$ cat config.mk
export PLATFORM = sky130hd
export DESIGN_NAME = reg3_uart_tx
export DESIGN_NICKNAME = d
export VERILOG_FILES = /design/src/rtl/cpu_pkg.sv /design/src/rtl/reg3_fifo.sv /design/src/rtl/reg3_uart_tx.sv
export SDC_FILE = /design/constraint.sdc
export NUM_CORES = 1
export LEC_CHECK = 0
export CAP_MARGIN = 0
export CORE_MARGIN = 4
export CORE_UTILIZATION = 30
export CTS_CLUSTER_DIAMETER = 120
export DETAILED_ROUTE_END_ITERATION = 10
export SLEW_MARGIN = 15
export SYNTH_ARGS = -nofsm -noshare
export SYNTH_HDL_FRONTEND = slang
export SYNTH_HIERARCHICAL = 1
export SYNTH_SLANG_ARGS = --single-unit
$ cat constraint.sdc
create_clock -name i_CLK -period 8 [get_ports i_CLK]
set_clock_uncertainty 0.2 [all_clocks]
set_input_delay 2 -clock i_CLK [delete_from_list [all_inputs] [get_ports i_CLK]]
set_output_delay 2 -clock i_CLK [all_outputs]
set_load 0.03 [all_outputs]
$ cat src/rtl/cpu_pkg.sv
// Shared CPU-side definitions: UART TX state encodings and frame constants.
package cpu_pkg;

    typedef enum logic [1:0] {
        StIdle  = 2'd0,
        StStart = 2'd1,
        StData  = 2'd2,
        StStop  = 2'd3
    } tx_state_e;

    localparam logic        FrameStart   = 1'b0;
    localparam logic        FrameStop    = 1'b1;
    localparam int unsigned DataBits     = 8;
    localparam int unsigned DefaultDataW = 8;

endpackage

$ cat src/rtl/reg3_fifo.sv
// Synchronous FIFO with a count register; reusable for other CPU output ports.
module reg3_fifo #(
    parameter int unsigned Width = 8,
    parameter int unsigned Depth = 4,
    parameter int unsigned CntW  = $clog2(Depth) + 1
) (
    input  logic             clk_i,
    input  logic             rst_ni,
    input  logic             push_i,
    input  logic             pop_i,
    input  logic [Width-1:0] wdata_i,
    output logic [Width-1:0] rdata_o,
    output logic             full_o,
    output logic             empty_o,
    output logic [CntW-1:0]  count_o
);
    localparam int unsigned PtrW = $clog2(Depth);

    logic [Width-1:0] mem_q [Depth];
    logic [PtrW-1:0]  wr_ptr_q, wr_ptr_d;
    logic [PtrW-1:0]  rd_ptr_q, rd_ptr_d;
    logic [CntW-1:0]  count_q, count_d;
    logic             do_push;
    logic             do_pop;

    // A push while full is still taken when a pop frees the slot on the same edge.
    always_comb begin
        do_push  = push_i && (!full_o || pop_i);
        do_pop   = pop_i && !empty_o;
        wr_ptr_d = do_push ? wr_ptr_q + PtrW'(1) : wr_ptr_q;
        rd_ptr_d = do_pop ? rd_ptr_q + PtrW'(1) : rd_ptr_q;
        count_d  = count_q;
        if (do_push && !do_pop) begin
            count_d = count_q + CntW'(1);
        end else if (!do_push && do_pop) begin
            count_d = count_q - CntW'(1);
        end
    end

    always_ff @(posedge clk_i or negedge rst_ni) begin
        if (!rst_ni) begin
            wr_ptr_q <= '0;
            rd_ptr_q <= '0;
            count_q  <= '0;
        end else begin
            wr_ptr_q <= wr_ptr_d;
            rd_ptr_q <= rd_ptr_d;
            count_q  <= count_d;
        end
    end

    always_ff @(posedge clk_i) begin
        if (do_push) begin
            mem_q[wr_ptr_q] <= wdata_i;
        end
    end

    assign rdata_o = mem_q[rd_ptr_q];
    assign full_o  = (count_q == CntW'(Depth));
    assign empty_o = (count_q == '0);
    assign count_o = count_q;

endmodule

$ cat src/rtl/reg3_uart_tx.sv
// Watches the CPU REG3 output, queues each change and sends it as a UART 8N1 frame.
module reg3_uart_tx
    import cpu_pkg::*;
#(
    parameter int unsigned CLKS_PER_BIT = 16,
    parameter int unsigned FIFO_DEPTH   = 4,
    parameter int unsigned DATA_W       = DefaultDataW
) (
    input  logic              i_CLK,
    input  logic              i_RST_N,
    input  logic [DATA_W-1:0] i_REG,
    input  logic              i_EN,
    output logic              o_TX,
    output logic              o_BUSY,
    output logic              o_FULL,
    output logic              o_OVF
);
    localparam int unsigned BaudW = $clog2(CLKS_PER_BIT);
    localparam int unsigned CntW  = $clog2(FIFO_DEPTH) + 1;
    localparam logic [BaudW-1:0] BaudMax = BaudW'(CLKS_PER_BIT - 1);

    tx_state_e             state_q, state_d;
    logic [BaudW-1:0]      baud_q, baud_d;
    logic [2:0]            bit_q, bit_d;
    logic [DataBits-1:0]   shift_q, shift_d;
    logic                  tx_q, tx_d;
    logic [DATA_W-1:0]     prev_q, prev_d;
    logic                  prev_vld_q, prev_vld_d;
    logic                  ovf_q, ovf_d;

    logic                  push;
    logic                  pop;
    logic                  bit_end;
    logic                  fifo_full;
    logic                  fifo_empty;
    logic [DataBits-1:0]   fifo_rdata;
    logic [CntW-1:0]       fifo_count;

    reg3_fifo #(
        .Width (DataBits),
        .Depth (FIFO_DEPTH),
        .CntW  (CntW)
    ) u_fifo (
        .clk_i   (i_CLK),
        .rst_ni  (i_RST_N),
        .push_i  (push),
        .pop_i   (pop),
        .wdata_i (DataBits'(i_REG)),
        .rdata_o (fifo_rdata),
        .full_o  (fifo_full),
        .empty_o (fifo_empty),
        .count_o (fifo_count)
    );

    always_comb begin
        push       = i_EN && (!prev_vld_q || (i_REG != prev_q));
        prev_d     = i_EN ? i_REG : prev_q;
        prev_vld_d = prev_vld_q | i_EN;
        ovf_d      = ovf_q | (push && fifo_full && !pop);
    end

    always_ff @(posedge i_CLK or negedge i_RST_N) begin
        if (!i_RST_N) begin
            state_q    <= StIdle;
            baud_q     <= '0;
            bit_q      <= '0;
            shift_q    <= '0;
            tx_q       <= FrameStop;
            prev_q     <= '0;
            prev_vld_q <= 1'b0;
            ovf_q      <= 1'b0;
        end else begin
            state_q    <= state_d;
            baud_q     <= baud_d;
            bit_q      <= bit_d;
            shift_q    <= shift_d;
            tx_q       <= tx_d;
            prev_q     <= prev_d;
            prev_vld_q <= prev_vld_d;
            ovf_q      <= ovf_d;
        end
    end

    always_comb begin
        state_d = state_q;
        baud_d  = baud_q;
        bit_d   = bit_q;
        shift_d = shift_q;
        pop     = 1'b0;
        bit_end = (baud_q == BaudMax);
        if (state_q != StIdle) begin
            baud_d = bit_end ? '0 : baud_q + BaudW'(1);
        end
        unique case (state_q)
            StIdle: begin
                if (!fifo_empty) begin
                    pop     = 1'b1;
                    shift_d = fifo_rdata;
                    baud_d  = '0;
                    bit_d   = '0;
                    state_d = StStart;
                end
            end
            StStart: begin
                if (bit_end) begin
                    state_d = StData;
                end
            end
            StData: begin
                if (bit_end) begin
                    shift_d = shift_q >> 1;
                    bit_d   = bit_q + 3'd1;
                    if (bit_q == 3'd7) begin
                        state_d = StStop;
                    end
                end
            end
            StStop: begin
                // Chain straight into the next start bit when more bytes are waiting.
                if (bit_end) begin
                    if (!fifo_empty) begin
                        pop     = 1'b1;
                        shift_d = fifo_rdata;
                        bit_d   = '0;
                        state_d = StStart;
                    end else begin
                        state_d = StIdle;
                    end
                end
            end
            default: state_d = StIdle;
        endcase
    end

    // Line level is decided from the next state so o_TX comes straight off a flop.
    always_comb begin
        tx_d = FrameStop;
        unique case (state_d)
            StStart: tx_d = FrameStart;
            StData:  tx_d = shift_d[0];
            default: tx_d = FrameStop;
        endcase
    end

    assign o_TX   = tx_q;
    assign o_BUSY = (state_q != StIdle);
    assign o_FULL = fifo_full;
    assign o_OVF  = ovf_q;

    count_in_range: assert property (@(posedge i_CLK) disable iff (!i_RST_N)
        fifo_count <= CntW'(FIFO_DEPTH));

endmodule

==> flow_summary.yaml <==
synth:
  synth_edf_count: 32
  syn_nets: 261
  ys_warn_count: 6
  synth_seq_cells: 67
  syn_area_per_cell_um2: 13.6
  synthCells: 236
  ys_seq_area_share_pct: 57.5
  synth_cell_types: 45
  ys.flop_type: "dfrtp_1"
  synthesis.area_mm2: 0.00320
  async_flop_share_pct: 52.2
global_route:
  grt_max_degree: 36
  track_usage_pct: 9.85
  antenna_found_initial: 0
  first_global_vias: 1867
  grt-ovfl-total: 0
  grt_pass1_wl_um: 9540
setup_path:
  crit-reg2reg-launch: "baud_q[0]$_DFF_PN0_"
  startpoint_type: "primary input"
  cp_data_arrival_time_ns: 4.33
  r2r_setup_slack_ns: 4.52
  worstSetupEndpointType: "flop"
  crit_fanout: 7
  critPathKind: "primary input to flop"
  required_ns: 8.04
  crit_start: "i_REG[0]"
sta:
  finalCritPeriodShare_pct: 53.7
  post-route-min-period_ns: 4.30
  setup_tns_ns: 0
  setup_ws_ns: 3.70
  worst_slew_pin_slew_ns: 0.935
  finalHoldViolCount: 0
  clock.fmax_ghz: 0.233
  setup-violations-final: 0
  drv_slew: 0
  slew_headroom_pct: 37.7
  whs_ns: 0.270
  rsz0062_at_grt: "no"
finish:
  area_delta_synth_final_pct: 13.5
  drive_gt1_share_pct: 17.4
  final_cell_count_no_fill: 394
  nets: 278
  antenna_cells: 0
floorplan:
  die_w_um: 111
  die_y_um: 111
  start_util_pct: 30.9
  rows: 37
  dieArea_mm2: 0.0124
  core_area_mm2: 0.0104
  ios: 15
drt:
  wl_um: 5670
  num_vias: 1841
  drtIter0Drc: 90
  ant_nets: 0
  drtPass1Iterations: 4
  wl_per_cell_um: 14.4
  routed_via_density: 4.67
  drc_errors: 0
job:
  maxCapViolCount: 0
place:
  io_buffers: 14
  hpwl_um: 3820
  place_congestion: 0.673
  dp.cells: 378
  pre_cts_ws_ns: 3.33
clock_network:
  cts.path.max_buffers: 2
  clockRootBuffer: "clkbuf_8"
  cts_tree: "done"
  clock_latency_ns: 0.35
  numCtsBuffers: 9
  clk_pin_slew_worst_paths_ns: 0.07
  htreeDepth: 3
  cts_resized: 0
  cts_hold_buffers: 0
  postCtsSetupRepairBufs: 0
  cts_sinks: 67
pwr:
  max-vdd-ir-drop_mv: 0.119
  totalPowerFinal_mw: 1.19
  power.density_mw_per_mm2: 328
  p_leak_nw: 1.34
worst_hold_path:
  hold_class: "flop to flop"
  hp-start: "prev_vld_q$_DFF_PN0_"
outcome:
  outcome: "complete, no violations"
-- per-layer routing --
layer / part of all wire [%] / track usage, % / vias to the layer above
li1: - / - / 897
met1: 48 / 12.8 / 905
met2: 47 / 14.9 / 30
met3: 4.0 / 4.04 / 9
met4: 1.5 / 3.41 / 0
met5: 0 / 0 / -
-- through the flow --
stage               instance area (µm²)  utilization [%]
global placement                   3470             33.4
global route                       3630             35.0
finish                             3630             35.0
detailed placement                 3470             33.4
floorplan                          3200                -
CTS                                3630             35.0
-- cell type report --
| cell class | instances | area [µm²] |
|---|---|---|
| clock buffers | 9 | 124 |
| repair buffers | 15 | 143 |
| multi-input cells | 147 | 1270 |
| flip-flops and latches | 67 | 1840 |
| clock inverters | 7 | 42.5 |
| inverters | 13 | 48.8 |
| well taps | 136 | 170 |
| fillers | 1035 | 6740 |
-- cell families (layout without fill, tap and decap cells) --
kind of cell	after synthesis	in the layout	share of synthesized area, %
XOR/XNOR	14	14	3.83
adder cells (fa/ha/maj)	14	14	5.71
multiplexers	26	26	12.1
buffers and inverters	22	44	3.13
AO/OA/AOI/OAI	49	49	9.89
flip-flops	67	67	57.5
AND/OR/NAND/NOR	44	44	7.90
-- flip-flops by register name (all words and copies together), names as in the netlist --
name and count:
u_fifo/count_o 3, u_fifo/wr_ptr_q 2, u_fifo/mem_q 32, bit_q 3, state_q 2, baud_q 4, u_fifo/rd_ptr_q 2, shift_q 8
prev_q 8, o_OVF 1, prev_vld_q 1, o_TX 1
-- cell usage in the layout (no fill, tap or decap), drive strengths merged, types with 3 or more instances in the layout --
cell           instances
inv                   15
nor3                   4
ha                    13
mux2                  12
nor2b                  3
mux4                   8
edfxtp                32
clkdlybuf4s50         13
nor3b                  3
dfrtp                 34
clkinv                 5
and2                   4
a21oi                 15
nor2                  11
xnor2                 12
o21a                   6
clkbuf                 9
nand2                  7
o21ai                 14
mux2i                  6
-- critical path: stages --
cell and delay (ns):
clkdlybuf4s50_1 0.52, xnor2_1 0.26, nand4_1 0.12, nor3_1 0.21, nor2b_1 0.08, a21boi_4 0.17, ha_1 0.24, inv_1 0.08
fa_1 0.40, mux2_2 0.26
-- where the power goes --
group / switching, mW / leakage, nW / total, mW / internal, mW
combinational: 0.202 / 0.538 / 0.409 / 0.206
clock: 0.133 / 0.0865 / 0.244 / 0.111
sequential: 0.0816 / 0.714 / 0.540 / 0.458
-- synthesized netlist by cell type, types with 2 or more instances --
master     number  share of area (%)
nor3b_1         2               0.47
edfxtp_1       32                 30
o2bb2ai_1       2               0.55
mux2i_1         6                1.9
o21ai_0        14                2.2
a21oi_1        15                2.3
nor2b_1         3               0.59
nand3b_1        2               0.47
nand2b_1        2               0.39
mux4_2          8                5.6
a21o_1          2               0.47
buf_6           2               0.70
nand2_1         7               0.82
nand3_1         2               0.31
nand4b_1        2               0.55
mux2_2          9                3.2
xnor2_1        12                3.3
and2_2          4               0.94
buf_2           2               0.31
inv_1          13                1.5
o21a_1          6                1.4
mux2_4          3                1.4
dfrtp_1        34                 27
xor2_1          2               0.55
clkbuf_1        5               0.59
nor2_1         11                1.3
ha_1           13                5.1
nor3_1          4               0.63
-- final timing paths --
kind | end | cells past startpoint
min in group asynchronous | shift_q[5]$_DFFE_PN0P_ | 1
worst max-delay path | u_fifo/count_o[1]$_DFFE_PN0P_ | 10
worst min register to register | prev_vld_q$_DFF_PN0_ | 1
worst min-delay path | prev_vld_q$_DFF_PN0_ | 1
max in group asynchronous | prev_q[5]$_DFFE_PN0P_ | 1
worst max register to register | u_fifo/count_o[2]$_DFFE_PN0P_ | 11
Note: power is estimated with default switching activity, not from simulation.
